### config.mk
export PLATFORM = sky130hd
export DESIGN_NAME = imem_load_ctrl
export DESIGN_NICKNAME = d
export VERILOG_FILES = /design/src/rtl/imem_load_ctrl.sv
export SDC_FILE = /design/constraint.sdc
export NUM_CORES = 1
export LEC_CHECK = 0
export CORE_ASPECT_RATIO = 1.1
export CORE_MARGIN = 2
export CORE_UTILIZATION = 40
export CTS_CLUSTER_DIAMETER = 50
export CTS_CLUSTER_SIZE = 25
export DETAILED_ROUTE_END_ITERATION = 6
export PLACE_DENSITY = 0.65
export SYNTH_ARGS = -nofsm -noshare
export SYNTH_HDL_FRONTEND = slang
export SYNTH_SLANG_ARGS = --single-unit
### constraint.sdc
create_clock -name clock -period 6.1 [get_ports clock]
set_input_delay 1.525 -clock clock [delete_from_list [all_inputs] [get_ports clock]]
set_output_delay 1.525 -clock clock [all_outputs]
set_load 0.1 [all_outputs]
### src/rtl/imem_load_ctrl.sv
// -----------------------------------------------------------------------------
// imem_load_ctrl
//
// Arbitrates the program ROM between the instruction fetch unit and a UART
// program loader.
//
//   RUN  : fetch_addr passes straight to the ROM; the CPU runs.
//   LOAD : the CPU is held in reset; received bytes are packed little-endian
//          into 32-bit words and written to consecutive ROM words from 0.
//   DONE : the byte stream went idle for TIMEOUT cycles; CPU still held until
//          the mode switch is released, after which it restarts from PC 0.
//
// Ports
//   clock        in   system clock, all state changes on posedge
//   reset        in   asynchronous active-low reset
//   mode_req     in   1 = request program-load mode
//   rx_valid     in   one-cycle strobe qualifying rx_byte
//   rx_byte      in   received UART byte
//   fetch_addr   in   fetch word address (PC[15:2])
//   rom_addr     out  ROM word address
//   rom_we       out  ROM write enable (one cycle per completed word)
//   rom_wdata    out  ROM write data
//   cpu_hold     out  1 = hold fetch unit and CPU in reset
//   load_done    out  load finished by idle timeout
//   words_loaded out  words written in the current or last load
//   err_overflow out  bytes arrived after DEPTH words were written
//   err_partial  out  load ended with 1-3 bytes of an unfinished word
// -----------------------------------------------------------------------------
module imem_load_ctrl #(
  parameter int ADDR_W  = 14,
  parameter int DEPTH   = 16384,
  parameter int TIMEOUT = 10000000
) (
  input  logic              clock,
  input  logic              reset,
  input  logic              mode_req,
  input  logic              rx_valid,
  input  logic [7:0]        rx_byte,
  input  logic [ADDR_W-1:0] fetch_addr,
  output logic [ADDR_W-1:0] rom_addr,
  output logic              rom_we,
  output logic [31:0]       rom_wdata,
  output logic              cpu_hold,
  output logic              load_done,
  output logic [ADDR_W:0]   words_loaded,
  output logic              err_overflow,
  output logic              err_partial
);

  localparam int TCNT_W = $clog2(TIMEOUT + 1);
  localparam logic [TCNT_W-1:0] TMO_LAST = TCNT_W'(TIMEOUT - 1);
  localparam logic [TCNT_W-1:0] TMO_MAX  = TCNT_W'(TIMEOUT);
  localparam logic [ADDR_W+1:0] DEPTH_C  = (ADDR_W + 2)'(DEPTH);

  typedef enum logic [1:0] {
    ST_RUN  = 2'd0,
    ST_LOAD = 2'd1,
    ST_DONE = 2'd2
  } state_t;

  state_t              r_state;
  state_t              w_state_nxt;

  logic [1:0]          r_byte_idx;
  logic [31:0]         r_wdata;
  logic                r_we;
  logic [ADDR_W:0]     r_words;      // doubles as the ROM word pointer
  logic [TCNT_W-1:0]   r_tcnt;
  logic                r_seen;       // at least one byte received this load
  logic                r_load_done;
  logic                r_err_ovf;
  logic                r_err_partial;

  logic                w_enter;
  logic                w_rx_act;
  logic [ADDR_W+1:0]   w_fill;
  logic                w_full;
  logic                w_take;
  logic                w_drop_ovf;
  logic                w_last;
  logic                w_exit;
  logic                w_tmo;

  // ---------------------------------------------------------------------------
  // Event decode
  // ---------------------------------------------------------------------------
  assign w_enter  = (r_state == ST_RUN) && mode_req;

  // A byte that coincides with mode_req=0 is dropped: the exit wins.
  assign w_rx_act = (r_state == ST_LOAD) && rx_valid && mode_req;

  // Count a word whose write pulse is in flight as already written, so a byte
  // immediately following the final word is correctly treated as overflow.
  assign w_fill   = {1'b0, r_words} + {{(ADDR_W + 1){1'b0}}, r_we};
  assign w_full   = (w_fill >= DEPTH_C);

  assign w_take     = w_rx_act && !w_full;
  assign w_drop_ovf = w_rx_act && w_full;
  assign w_last     = w_take && (r_byte_idx == 2'd3);

  // A write pulse in flight defers the exit by one cycle so words_loaded and
  // the pointer settle on the completed word.
  assign w_exit = (r_state == ST_LOAD) && !mode_req && !r_we;

  assign w_tmo  = (r_state == ST_LOAD) && mode_req && !rx_valid && !r_we &&
                  r_seen && (r_tcnt >= TMO_LAST);

  // ---------------------------------------------------------------------------
  // FSM
  // ---------------------------------------------------------------------------
  always_ff @(posedge clock or negedge reset) begin
    if (!reset) begin
      r_state <= ST_RUN;
    end else begin
      r_state <= w_state_nxt;
    end
  end

  // NOTE: the default assignment on entry to every always_comb guarantees
  // each path drives w_state_nxt, so no latch is inferred.
  always_comb begin
    w_state_nxt = r_state;
    case (r_state)
      ST_RUN:  if (mode_req) w_state_nxt = ST_LOAD;
      ST_LOAD: begin
        if (w_exit)     w_state_nxt = ST_RUN;
        else if (w_tmo) w_state_nxt = ST_DONE;
      end
      ST_DONE: if (!mode_req) w_state_nxt = ST_RUN;
      default: w_state_nxt = ST_RUN;
    endcase
  end

  // ---------------------------------------------------------------------------
  // Packing, counters and status
  // ---------------------------------------------------------------------------
  // NOTE: the ROM array lives outside this block; only the control registers
  // here are reset, so an aborted load leaves already-written words intact.
  always_ff @(posedge clock or negedge reset) begin
    if (!reset) begin
      r_byte_idx    <= 2'd0;
      r_wdata       <= 32'd0;
      r_we          <= 1'b0;
      r_words       <= '0;
      r_tcnt        <= '0;
      r_seen        <= 1'b0;
      r_load_done   <= 1'b0;
      r_err_ovf     <= 1'b0;
      r_err_partial <= 1'b0;
    end else begin
      // NOTE: non-blocking assignments let every register below sample the
      // pre-edge values, independent of statement order.
      r_we <= w_last;

      if (w_enter) begin
        r_byte_idx    <= 2'd0;
        r_words       <= '0;
        r_tcnt        <= '0;
        r_seen        <= 1'b0;
        r_load_done   <= 1'b0;
        r_err_ovf     <= 1'b0;
        r_err_partial <= 1'b0;
      end else begin
        if (w_take) begin
          r_wdata[{r_byte_idx, 3'b000} +: 8] <= rx_byte;
          r_byte_idx <= r_byte_idx + 2'd1;   // wraps 3 -> 0 on the last byte
        end else if (w_exit || w_tmo) begin
          r_byte_idx <= 2'd0;                // pending bytes are discarded
        end

        if (r_we) begin
          r_words <= r_words + 1'b1;
        end

        // Any received byte, even a discarded overflow byte, is activity.
        if (w_rx_act) begin
          r_tcnt <= '0;
          r_seen <= 1'b1;
        end else if ((r_state == ST_LOAD) && r_seen && (r_tcnt != TMO_MAX)) begin
          r_tcnt <= r_tcnt + 1'b1;
        end

        if (w_drop_ovf) begin
          r_err_ovf <= 1'b1;
        end

        if ((w_exit || w_tmo) && (r_byte_idx != 2'd0)) begin
          r_err_partial <= 1'b1;
        end

        if (w_tmo) begin
          r_load_done <= 1'b1;
        end
      end
    end
  end

  // ---------------------------------------------------------------------------
  // Outputs
  // ---------------------------------------------------------------------------
  assign rom_addr     = (r_state == ST_RUN) ? fetch_addr : r_words[ADDR_W-1:0];
  assign rom_we       = r_we;
  assign rom_wdata    = r_wdata;
  assign cpu_hold     = (r_state != ST_RUN);
  assign load_done    = r_load_done;
  assign words_loaded = r_words;
  assign err_overflow = r_err_ovf;
  assign err_partial  = r_err_partial;

endmodule

==> implementation parameters <==
Parameter                              Value

Run status
  Result of the run    complete, no violations

Timing
  Worst slew slack as a fraction of its limit    21.6%
  Total negative setup slack    0 ps
  Final critical delay including setup and external delays    4790 ps
  RSZ-0062 raised after global routing    false
  Final cycle utilization of the critical path    78.5%
  Tightest Pin Transition    1160 ps
  Number of hold-slack violations in the final timing report    0
  Fin Clk Skew    8.12 ps
  Final max-slew violation count    0
  Maximum operating frequency    209 MHz
  Endpoints failing setup    0
  Final Worst Setup Slack    1310 ps

Placed design
  Last weighted congestion value of the routability-driven placer    0.829
  Final HPWL from detailed placement    6.94 mm
  Quantity of I/O buffers inserted on ports    91
  Worst slack at placement    1320 ps

Setup path
  Worst setup SP type    input pin
  Critical path buffers and inverters    2
  R2r setup slk    3190 ps
  Highest-delay cell along the critical path    sky130_fd_sc_hd__clkdlybuf4s50_1
  Type of the setup path with the least slack    input pin to output pin
  Data arrival time at the worst-slack endpoint    3260 ps
  Path depth of the worst reg2reg path    5
  Worst reg2reg path startpoint    r_tcnt[18]
  CP endpoint kind    output pin
  Required time worst endpoint    4580 ps
  Worst path cell trace    clkdlybuf4s50_1, nand2_1, o21ai_0, clkdlybuf4s50_1
  FF-to-FF End    r_tcnt[18]
  Maximum fanout along the worst path    1
  Family with the most delay on the worst path    buffers and inverters
  Peak per-stage delay on the critical path    1160 ps
  Most common cell on crit path    sky130_fd_sc_hd__clkdlybuf4s50_1

Floorplanning
  Chip Height    112 um
  Number of placed I/O pins    92
  DIE WIDTH    102 um
  Core outline area    10400 um2
  Die footprint    11500 um2
  Initial cell density of the core    41.0%
  Site Rows    39

Yosys
  Top FF cell, synth    sky130_fd_sc_hd__dfrtp_1
  Ys Warns    0
  Sequential cell area fraction in the yosys report    46.9%
  Number of instances in the synthesized netlist    427
  Area of the mapped netlist    4270 um2
  FF+latch count, synth    80
  Post-Synth Adder-Cell Area    2.93%
  Combinational family with the most area after synthesis    simple AND/OR/NAND/NOR gates
  Distinct cells, synth    46
  Post-synthesis simple-gate area fraction    20.8%
  Fraction of synthesis flops using an asynchronous set or reset pin    100%
  Count of flip-flops with a built-in enable after synthesis    0
  Multiplexer share of the synthesized area    11.7%
  Syn nets    463
  Synthesized area per cell    9.99 um2
  Compound-gate portion of the synthesized area    7.01%
  Xor-xnor portion of the synthesized cell area    5.75%

Power and ir drop
  Leakage component of the power    0.00264 uW
  Peak VDD IR    364 uV
  Clock power share    26.8%
  Pwr Density    344 nW/um2
  Part of the total power dissipated in sequential elements    33.0%
  Combinational share of power    40.2%
  Sw frac    44.7%
  Net switching power    857 uW
  Overall power after layout    1920 uW
  Total internal power    1060 uW

Routing
  Post-DRT Antenna Nets    0
  Wire length per cell after detailed routing    15.1 um
  Detailed Route WL    10.0 mm
  DR vias/cell    5.12
  Drt first pass iters    4
  Via count of the routed design    3405
  Post-route DRC violation count    0
  Starting DRC count in detailed routing    187

Clock tree
  Library cell used as clock root buffer    sky130_fd_sc_hd__clkbuf_16
  Number of buffers inserted during clock tree synthesis    9
  Clock net sink count    80
  Clock network latency to the later pin of the worst-skew pair    340 ps
  Maximum buffer depth of the clock tree    2
  Hold Buf Count CTS    0
  Buffers inserted during post-CTS setup optimization    0
  Cts repair resizes    0
  Maximum level of the CTS H-tree    3
  Clock tree from TritonCTS    done
  Clock transition at the register clock pins on the worst setup and hold paths after CTS    60 ps

Finish
  Final Net Count    553
  Sequential Area    2000 um2
  Most frequent cells in the layout    sky130_fd_sc_hd__clkdlybuf4s50_1, sky130_fd_sc_hd__dfrtp_1, sky130_fd_sc_hd__nand2_1
  Area overhead of the layout relative to synthesis    31.0%
  Most common library cell in the layout ignoring fill and taps    sky130_fd_sc_hd__clkdlybuf4s50_1
  Total area of multi-input combinational cells    2060 um2
  FILL cells    970
  Share of layout cells above drive strength 1    7.66%
  Antenna diode instance count    0

GRT
  Global-route wire length before repair    16.6 mm
  Total Routing Usage GR    18.4%
  Number of global-route vias before repair    3285
  Pin count of the biggest net entering global routing    81
  Total congestion overflow after global routing    0
  Initial antenna violation count    0

Min path
  Cell depth of the worst hold path    2
  Worst min-delay path endpoint    r_seen
  Min-delay worst type    register to register
  Start point of the worst hold path    r_seen

Flow run
  Number of max-cap violations    0
==> tightest hold or removal path: stages (launching register included) <==
cell                      delay, ps
sky130_fd_sc_hd__dfrtp_1        340
sky130_fd_sc_hd__nand2_1         50
sky130_fd_sc_hd__nand2_1         50
==> power groups by stage <==
stage	combinational, uW	clock, uW	sequential, uW
CTS	777	529	635
finish	772	514	634
global placement	767	0	640
detailed placement	774	0	641
floorplan	142	0	1070
global route	802	551	641
==> through the flow <==
stage,hold WS [ps],cells,utilization (%),area (um2)
floorplan,440,427,-,4270
finish,470,665,53.8,5590
CTS,471,665,53.8,5590
global placement,453,649,51.0,5300
detailed placement,457,649,51.0,5300
global route,515,665,53.8,5590
==> worst max path at each step <==
stage / slack [ps] / end / depth (start not counted) / start
after detailed placement: 1320 / rom_addr[2] / 4 / fetch_addr[2]
after global placement: 1330 / rom_addr[2] / 4 / fetch_addr[2]
after floorplan: 1290 / rom_addr[2] / 2 / words_loaded[2]
final: 1310 / rom_addr[2] / 4 / fetch_addr[2]
after global routing: 1270 / rom_addr[2] / 4 / fetch_addr[2]
after CTS: 1300 / rom_addr[2] / 4 / fetch_addr[2]
==> state kept, by name, summed over array words and instances, names as in the netlist <==
signal and cells:
r_tcnt 24, err_overflow 1, load_done 1, err_partial 1
rom_wdata 32, r_byte_idx 2, r_state 2, r_seen 1
rom_we 1, words_loaded 15
==> synth_stat cells, types with 2 or more instances <==
library cell / n / area [um2]
sky130_fd_sc_hd__o31ai_1: 2 / 15.0
sky130_fd_sc_hd__and2_1: 6 / 37.5
sky130_fd_sc_hd__nor4_1: 4 / 25.0
sky130_fd_sc_hd__nor3b_1: 4 / 30.0
sky130_fd_sc_hd__ha_1: 10 / 125
sky130_fd_sc_hd__nand4_1: 13 / 81.3
sky130_fd_sc_hd__nand2_1: 54 / 203
sky130_fd_sc_hd__and4_1: 3 / 26.3
sky130_fd_sc_hd__mux2i_1: 35 / 350
sky130_fd_sc_hd__or4_4: 2 / 22.5
sky130_fd_sc_hd__nand3_1: 12 / 60.1
sky130_fd_sc_hd__o21ai_0: 10 / 50.1
sky130_fd_sc_hd__nor2_1: 39 / 146
sky130_fd_sc_hd__or4_1: 3 / 22.5
sky130_fd_sc_hd__nand4b_1: 2 / 17.5
sky130_fd_sc_hd__xnor2_1: 5 / 43.8
sky130_fd_sc_hd__nand2_8: 4 / 80.1
sky130_fd_sc_hd__nor3_1: 6 / 30.0
sky130_fd_sc_hd__or3_1: 8 / 50.1
sky130_fd_sc_hd__o2111ai_1: 3 / 26.3
sky130_fd_sc_hd__mux2_2: 12 / 135
sky130_fd_sc_hd__and3_1: 3 / 18.8
sky130_fd_sc_hd__o21a_1: 2 / 15.0
sky130_fd_sc_hd__dfrtp_1: 80 / 2000
sky130_fd_sc_hd__o211ai_1: 8 / 60.1
sky130_fd_sc_hd__clkbuf_1: 9 / 33.8
sky130_fd_sc_hd__buf_2: 2 / 10.0
sky130_fd_sc_hd__a21oi_1: 7 / 35.0
sky130_fd_sc_hd__xor2_1: 23 / 201
sky130_fd_sc_hd__inv_1: 40 / 150
==> kinds of logic after synthesis <==
group           Yosys count
simple gates            167
flops                    80
buf+inv                  53
mux                      48
compound gates           41
xor+xnor                 28
fa+ha+maj                10
==> final cells by class <==
type / count / share of cell area, %
Clock inverter: 4 / 0.515
Clock buffer: 12 / 4.59
Inverter: 40 / 2.69
Sequential cell: 80 / 35.8
Tap cell: 143 / 3.20
Multi-Input combinational cell: 294 / 36.8
Timing Repair Buffer: 92 / 16.4
==> layer usage <==
layer	up-vias	part of all wire (%)	wire length, um	global-route usage [%]
met5	-	0	0	0
met4	0	2.1	212	8.09
met3	15	5.7	571	4.17
met2	82	46	4620	27.7
met1	1662	46	4620	25.4
li1	1646	-	-	-
No activity file was read; power rests on OpenSTA's default activity.
